<file path="src/rtl/pipeline_flow_ctrl_if.sv">
// Pixel handshake bundle between the source/sink side and the pipeline flow controller.
interface pipeline_flow_ctrl_if;
    logic in_valid;
    logic in_ready;
    logic out_valid;
    logic out_last;
    logic out_ready;

    modport master (
        output in_valid,
        output out_ready,
        input  in_ready,
        input  out_valid,
        input  out_last
    );

    modport slave (
        input  in_valid,
        input  out_ready,
        output in_ready,
        output out_valid,
        output out_last
    );
endinterface

</file>
<file path="src/rtl/pipeline_flow_ctrl.sv">
// Frame sequencer and stage-enable generator for an enable-gated pixel pipeline.
// Optional backpressure stall counter is built only when PIPE_STATS_EN is defined.
module pipeline_flow_ctrl #(
    parameter int STAGES = 4,
    parameter int CNT_W  = 16
) (
    input  logic                 clk_i,
    input  logic                 reset_i,
    input  logic                 frame_start_i,
    input  logic [CNT_W-1:0]     frame_len_i,
    input  logic                 abort_i,
    pipeline_flow_ctrl_if.slave  pix,
    output logic [STAGES-1:0]    stage_en_o,
    output logic [STAGES-1:0]    stage_valid_o,
    output logic                 busy_o,
    output logic                 frame_done_o,
    output logic [CNT_W-1:0]     stall_cycles_o
);

    typedef enum logic [1:0] {IDLE, RUN, DRAIN, DONE} state_e;

    state_e             state_q, state_d;
    logic [STAGES-1:0]  valid_q, valid_d;
    logic [STAGES-1:0]  last_q, last_d;
    logic [CNT_W-1:0]   remaining_q, remaining_d;
    logic [STAGES-1:0]  rdy;
    logic               ready_chain;
    logic               acc;
    logic               acc_last;

    // A stage may load when it is empty or the stage downstream is loading too.
    always_comb begin
        ready_chain = pix.out_ready;
        rdy         = '0;
        for (int i = STAGES - 1; i >= 0; i--) begin
            ready_chain = !valid_q[i] | ready_chain;
            rdy[i]      = ready_chain;
        end
    end

    assign pix.in_ready  = rdy[0] & (state_q == RUN);
    assign acc           = pix.in_valid & pix.in_ready;
    assign acc_last      = acc & (remaining_q == CNT_W'(1));
    assign pix.out_valid = valid_q[STAGES-1];
    assign pix.out_last  = valid_q[STAGES-1] & last_q[STAGES-1];
    assign stage_en_o    = rdy;
    assign stage_valid_o = valid_q;
    assign busy_o        = (state_q != IDLE);
    assign frame_done_o  = (state_q == DONE);

    always_comb begin
        valid_d = valid_q;
        last_d  = last_q;
        if (rdy[0]) begin
            valid_d[0] = acc;
            last_d[0]  = acc_last;
        end
        for (int i = 1; i < STAGES; i++) begin
            if (rdy[i]) begin
                valid_d[i] = valid_q[i-1];
                last_d[i]  = last_q[i-1];
            end
        end
        if (abort_i) begin
            valid_d = '0;
            last_d  = '0;
        end
    end

    // An empty frame skips RUN/DRAIN so frame_done still pulses exactly once.
    always_comb begin
        state_d     = state_q;
        remaining_d = remaining_q;
        case (state_q)
            IDLE: begin
                if (frame_start_i) begin
                    remaining_d = frame_len_i;
                    state_d     = (frame_len_i == '0) ? DONE : RUN;
                end
            end
            RUN: begin
                if (acc) begin
                    remaining_d = remaining_q - CNT_W'(1);
                    if (remaining_q == CNT_W'(1)) begin
                        state_d = DRAIN;
                    end
                end
            end
            DRAIN: begin
                if (pix.out_valid & pix.out_ready & pix.out_last) begin
                    state_d = DONE;
                end
            end
            DONE: begin
                state_d = IDLE;
            end
            default: begin
                state_d = IDLE;
            end
        endcase
        if (abort_i) begin
            state_d     = IDLE;
            remaining_d = '0;
        end
    end

    always_ff @(posedge clk_i) begin
        if (reset_i) begin
            state_q     <= IDLE;
            valid_q     <= '0;
            last_q      <= '0;
            remaining_q <= '0;
        end else begin
            state_q     <= state_d;
            valid_q     <= valid_d;
            last_q      <= last_d;
            remaining_q <= remaining_d;
        end
    end

`ifdef PIPE_STATS_EN
    logic [CNT_W-1:0] stall_q, stall_d;
    logic             start_acc;

    assign start_acc = frame_start_i & (state_q == IDLE);

    // Saturating count of cycles where the sink holds off a valid output.
    always_comb begin
        stall_d = stall_q;
        if (abort_i | start_acc) begin
            stall_d = '0;
        end else if (pix.out_valid & !pix.out_ready & (stall_q != '1)) begin
            stall_d = stall_q + CNT_W'(1);
        end
    end

    always_ff @(posedge clk_i) begin
        if (reset_i) begin
            stall_q <= '0;
        end else begin
            stall_q <= stall_d;
        end
    end

    assign stall_cycles_o = stall_q;
`else
    assign stall_cycles_o = '0;
`endif

endmodule

</file>
<file path="src/flat_wrapper.sv">
// flat-port wrapper written by rule: the top's interface ports become plain ports
module pipeline_flow_ctrl_flat 
#(
    parameter int STAGES = 4,
    parameter int CNT_W  = 16
)
  (clk_i, reset_i, frame_start_i, frame_len_i, abort_i, stage_en_o, stage_valid_o, busy_o, frame_done_o, stall_cycles_o, pix_in_valid, pix_out_ready, pix_in_ready, pix_out_valid, pix_out_last);
  pipeline_flow_ctrl_if pix_i ();
  input  logic clk_i;
  input  logic reset_i;
  input  logic frame_start_i;
  input  logic [CNT_W-1:0] frame_len_i;
  input  logic abort_i;
  output logic [STAGES-1:0] stage_en_o;
  output logic [STAGES-1:0] stage_valid_o;
  output logic busy_o;
  output logic frame_done_o;
  output logic [CNT_W-1:0] stall_cycles_o;
  input wire logic [$bits(pix_i.in_valid)-1:0] pix_in_valid;
  input wire logic [$bits(pix_i.out_ready)-1:0] pix_out_ready;
  output wire logic [$bits(pix_i.in_ready)-1:0] pix_in_ready;
  output wire logic [$bits(pix_i.out_valid)-1:0] pix_out_valid;
  output wire logic [$bits(pix_i.out_last)-1:0] pix_out_last;
  assign pix_i.in_valid = pix_in_valid;
  assign pix_i.out_ready = pix_out_ready;
  assign pix_in_ready = pix_i.in_ready;
  assign pix_out_valid = pix_i.out_valid;
  assign pix_out_last = pix_i.out_last;
  pipeline_flow_ctrl #(.STAGES(STAGES), .CNT_W(CNT_W)) u_core (.clk_i(clk_i), .reset_i(reset_i), .frame_start_i(frame_start_i), .frame_len_i(frame_len_i), .abort_i(abort_i), .pix(pix_i), .stage_en_o(stage_en_o), .stage_valid_o(stage_valid_o), .busy_o(busy_o), .frame_done_o(frame_done_o), .stall_cycles_o(stall_cycles_o));
endmodule
</file>
<file path="config.mk">
export PLATFORM = sky130hd
export DESIGN_NAME = pipeline_flow_ctrl_flat
export DESIGN_NICKNAME = d
export VERILOG_FILES = /design/src/rtl/pipeline_flow_ctrl_if.sv /design/src/rtl/pipeline_flow_ctrl.sv /design/src/flat_wrapper.sv
export SDC_FILE = /design/constraint.sdc
export NUM_CORES = 1
export LEC_CHECK = 0
export CORE_UTILIZATION = 42
export CTS_CLUSTER_DIAMETER = 120
export DETAILED_ROUTE_END_ITERATION = 7
export PLACE_DENSITY_LB_ADDON = 0.08
export SLEW_MARGIN = 25
export SYNTH_ARGS = -nofsm -noshare
export SYNTH_HDL_FRONTEND = slang
export SYNTH_SLANG_ARGS = --single-unit
</file>
<file path="constraint.sdc">
create_clock -name clk_i -period 2.1 [get_ports clk_i]
set_clock_uncertainty 0.15 [all_clocks]
set_input_delay 0.42 -clock clk_i [delete_from_list [all_inputs] [get_ports clk_i]]
set_output_delay 0.42 -clock clk_i [all_outputs]
set_load 0.05 [all_outputs]
</file>
Word level (Yosys, flattened, before mapping)
Cells that the tools add are included.

cells by class
  add/sub/neg operators = 1
  equality and inequality tests = 8
  mux-type cells = 9
  bitwise gates (word level) = 10
  reductions and logical operators = 11

operator list
  cell                                                                      number
  16-bit two-way mux                                                        2
  16-bit one-hot mux with 2 select lines                                    1
  16-bit by 1-bit equality test with 1-bit output (second input constant)   1
  16-bit zero test                                                          1
  16-bit by 1-bit subtractor with 16-bit output (second input constant)     1
  2-bit two-way mux                                                         5
  2-bit one-hot mux with 4 select lines                                     1
  1-bit bitwise AND                                                         6
  2-bit equality test (second input constant)                               2
  1-bit zero test                                                           4
  2-bit by 1-bit inequality test with 1-bit output (second input constant)  2
  2-bit inequality test (second input constant)                             2
  1-bit bitwise OR                                                          4
  4-bit AND reduction                                                       1
  2-bit nonzero test                                                        2
  3-bit AND reduction                                                       1
  2-bit by 1-bit equality test with 1-bit output (second input constant)    1
  2-bit zero test                                                           1
  2-bit OR reduction                                                        1

storage, ports and cells
  bits in registers = 26
  output and inout bits = 29

Logic depth before layout (Yosys ltp)
  depth in word-level cells = 9
  gate-level depth with buffers = 9

Least setup slack after synthesis
Ideal clock, no wire load.

  path kind = register -> output
  start = register u_core.state_q[1]
  end = output pix_in_ready
  arrival = 1.919 ns
  required time = 1.530 ns
  slack = -0.389 ns
  stages on the path, launching flop included = 7
  path buffers = 2
  path through = dfxtp_1 inv_1 ha_1 clkbuf_1 inv_1 clkbuf_1 a21oi_1

between the ends
  word-level cells in the longest chain between the ends = 2

ends and longest elaborated chain
  what                                            RTL line                   text
  start, declared                                 pipeline_flow_ctrl.sv:22   state_e state_q, state_d;
  start signal, assigned                          pipeline_flow_ctrl.sv:114  state_q <= state_d;
  2-bit by 1-bit equality test with 1-bit output  pipeline_flow_ctrl.sv:41   assign pix.in_ready = rdy[0] & (state_q == RUN);
  1-bit bitwise AND                               pipeline_flow_ctrl.sv:41
  end, declared                                   flat_wrapper.sv:21         output wire logic [$bits(pix_i.in_ready)-1:0] pix_in_ready;

No other way between the ends.

Worst setup path after layout
  start = register u_core.remaining_q[5]
  end = register u_core.state_q[1]

between the ends
  word-level cells in the longest chain between the ends = 3

ends and longest elaborated chain
  what                                             RTL line                   text
  start, declared                                  pipeline_flow_ctrl.sv:25   logic [CNT_W-1:0] remaining_q, remaining_d;
  start signal, assigned                           pipeline_flow_ctrl.sv:117  remaining_q <= remaining_d;
  16-bit by 1-bit equality test with 1-bit output  pipeline_flow_ctrl.sv:84   if (remaining_q == CNT_W'(1)) begin
  2-bit inequality test (no source line)           --
  4-bit AND reduction (no source line)             --

No other way between the ends.
A chain may end at the register's enable or synchronous reset.

==> impl_metrics.yaml <==
sta:
  min_period_ns: 2.179
  setup_viol: 2
  rsz0062_at_grt: "yes"
  fmaxAchievable_mhz: 459.0
  worst_slack_ns: -0.07862
  hold_violations: 0
  slew_violations: 0
  period_share_pct: 103.7
power_and_ir_drop:
  clock_power_share_pct: 28.4
  swShare_pct: 33.84
  leakagePower_nw: 0.9887
  ir_worst_vdd_v: 0.0005346
  seq_power_share_pct: 35.0
  p_int_mw: 1.000
  power.switching_mw: 0.5116
  combPwrFrac_pct: 36.6
  power.density_nw_per_um2: 607.5
critical_path:
  crit_path_cell_trace: "or4_4, or4b_4, o31ai_4, o211a_1, o21a_1"
  critPathKind: "flip-flop to flip-flop"
  required_ns: 2.18
  cp.arrival_ns: 2.26
  worstPathMaxFanout: 3
  startpoint_type: "flip-flop"
  slowest_delay_ns: 0.56
  crit_path_end_kind: "flip-flop"
  slowest_stage: "or4b_4"
cells_and_area:
  final_cell_mix: "buf_4, nand2_1, clkdlybuf4s50_1, dfxtp_1, nor2_1"
  fin_nets: 316
  antenna_cells: 0
  final_cells: 335
  design_area_um2: 2489
  mostFrequentLayoutCell: "buf_4"
  drive_gt1_share_pct: 27.87
  final_util_pct: 66.48
  syn_to_final_growth_pct: 48.43
clock_tree:
  cts.path.max_buffers: 2
  cts_tree: "yes"
  clockRootBuffer: "clkbuf_8"
  htree_levels: 1
  clk_pin_slew_worst_paths_ns: 0.10
  cts.sinks: 26
  clk_latency_ns: 0.28
  cts_inserted_buffers: 3
  postCtsHoldBufs: 0
synthesis:
  async_flop_share_pct: 0
  synth_ff_type: "dfxtp_1"
  synth_seq_cells: 26
  avgSynthCellArea_um2: 7.691
  synth-edff-count: 0
  ys_warn_count: 0
  synth_cells: 218
  syn_area_um2: 1677
  synth.distinct_cells: 48
  ys_seq_area_share_pct: 31.04
place:
  place_hpwl_mm: 3.660
  dp_cells: 331
  portBuffers: 34
  placed_area_um2: 2349
  routabilityCongestion: 0.8407
outcome:
  violations: "setup timing"
  status: "finished, violations left"
global_route:
  overflow: 0
  grt_pass1_vias: 1708
  grt_usage_pct: 23.18
  grt_max_degree: 25
  grt_pass1_wl_mm: 7.707
  antenna_found_initial: 0
drt:
  drt_iter0_markers: 176
  detail-route-antenna-nets: 0
  dr.pass1.iters: 4
  vias: 1818
  wl_per_cell_um: 14.07
  postRouteWirelength_mm: 4.712
  drc_errors: 0
  via_per_inst: 5.427
floorplanning:
  num_rows: 22
  dieArea_um2: 4248
  initial_core_util_pct: 44.79
  fp.dieW_um: 65.18
  fp.dieH_um: 65.18
  pin_count: 51
  core-area_um2: 3744
run:
  maxCapViolations: 0
min_path:
  hold_path.class: "flip-flop to flip-flop"
## state kept, by name (all words and copies together), names as in the netlist
signal                cells
u_core.stage_valid_o      4
u_core.remaining_q       16
u_core.state_q            2
u_core.last_q             4
## timing repair
| action | 4_1_cts | 5_1_grt |
|---|---|---|
| resized for setup | 8 | 12 |
| setup endpoints to repair | 8 | 8 |
| setup buffers | 0 | 1 |
| gates cloned | 0 | 0 |
| pin swaps | 2 | 0 |
| endpoints found under the hold margin | 0 | 0 |
## stage by stage
stage          total power, mW  hold slack [ns]  TNS [ns]  worst slack [ns]
2_1_floorplan           0.8629           0.2821         0          0.005777
3_3_place_gp             1.062           0.2938    -4.227           -0.3536
3_5_place_dp             1.065           0.3010    -4.629           -0.4730
4_1_cts                  1.495           0.3183   -0.1520          -0.07710
5_1_grt                  1.582           0.3483   -0.3001           -0.1421
6_report                 1.512           0.3171   -0.1544          -0.07862
## critical path: cells and delay by family, from the launching register on
family / cells / cell delay, ns
AND/OR/NAND/NOR: 2 / 1.11
AO/OA/AOI/OAI: 3 / 0.55
flip-flops: 1 / 0.33
## worst paths after layout
path | from | end | slack [ns] | cells after the start
worst max-delay path | u_core.remaining_q[5]$_SDFFE_PP0P_ | u_core.state_q[1]$_SDFFE_PP0P_ | -0.08 | 5
worst min-delay path | u_core.last_q[1]$_SDFFE_PP0P_ | u_core.last_q[1]$_SDFFE_PP0P_ | 0.32 | 2
worst max register to register | u_core.remaining_q[5]$_SDFFE_PP0P_ | u_core.state_q[1]$_SDFFE_PP0P_ | -0.08 | 5
worst min register to register | u_core.last_q[1]$_SDFFE_PP0P_ | u_core.last_q[1]$_SDFFE_PP0P_ | 0.32 | 2
## layout make-up
class	instances	area, µm²
clock inverters	1	30.03
repair buffers	75	665.6
well taps	48	60.06
fillers	329	1255
inverters	10	45.04
clock buffers	3	41.29
multi-input cells	172	1114
flip-flops and latches	26	533.0
## layer usage
layer | global-route usage (%) | vias up | wire (µm)
met5 | 0 | - | 0
met4 | 7.065 | 0 | 89
met3 | 4.340 | 12 | 268
met2 | 38.14 | 74 | 2083
met1 | 30.43 | 825 | 2271
li1 | - | 907 | -
## Yosys cell counts (2+ instances only)
library cell,n,share of area [%]
a41oi_1,2,1.0
nor4_1,7,2.6
a221oi_1,3,1.6
mux2i_1,3,1.8
nand3_1,5,1.5
o211ai_1,3,1.3
o311ai_0,5,2.6
buf_4,18,8.1
a31oi_1,2,0.75
o21ai_0,12,3.6
clkbuf_1,6,1.3
a21oi_1,18,5.4
o21a_1,2,0.90
or3_1,2,0.75
nor2_1,19,4.3
nand2_1,26,5.8
dfxtp_1,26,31
o22ai_1,4,1.5
inv_1,10,2.2
ha_1,6,4.5
nor3_1,12,3.6
## power by group through the flow
stage	clock network [mW]	logic [mW]	registers [mW]
floorplan	0	0.322	0.541
global placement	0	0.523	0.539
detailed placement	0	0.525	0.539
CTS	0.433	0.534	0.528
global route	0.455	0.595	0.532
finish	0.429	0.553	0.530
## cells by family (layout without fill, tap and decap cells)
logic type	Yosys count	count (layout)	share of synthesized area (%)
AO/OA/AOI/OAI	64	64	26.20
buffers and inverters	35	89	11.87
AND/OR/NAND/NOR	83	83	24.40
adder cells (fa/ha/maj)	6	6	4.477
flip-flops	26	26	31.04
other	1	16	0.2237
multiplexers	3	3	1.791
(Power assumes the default switching activity.)
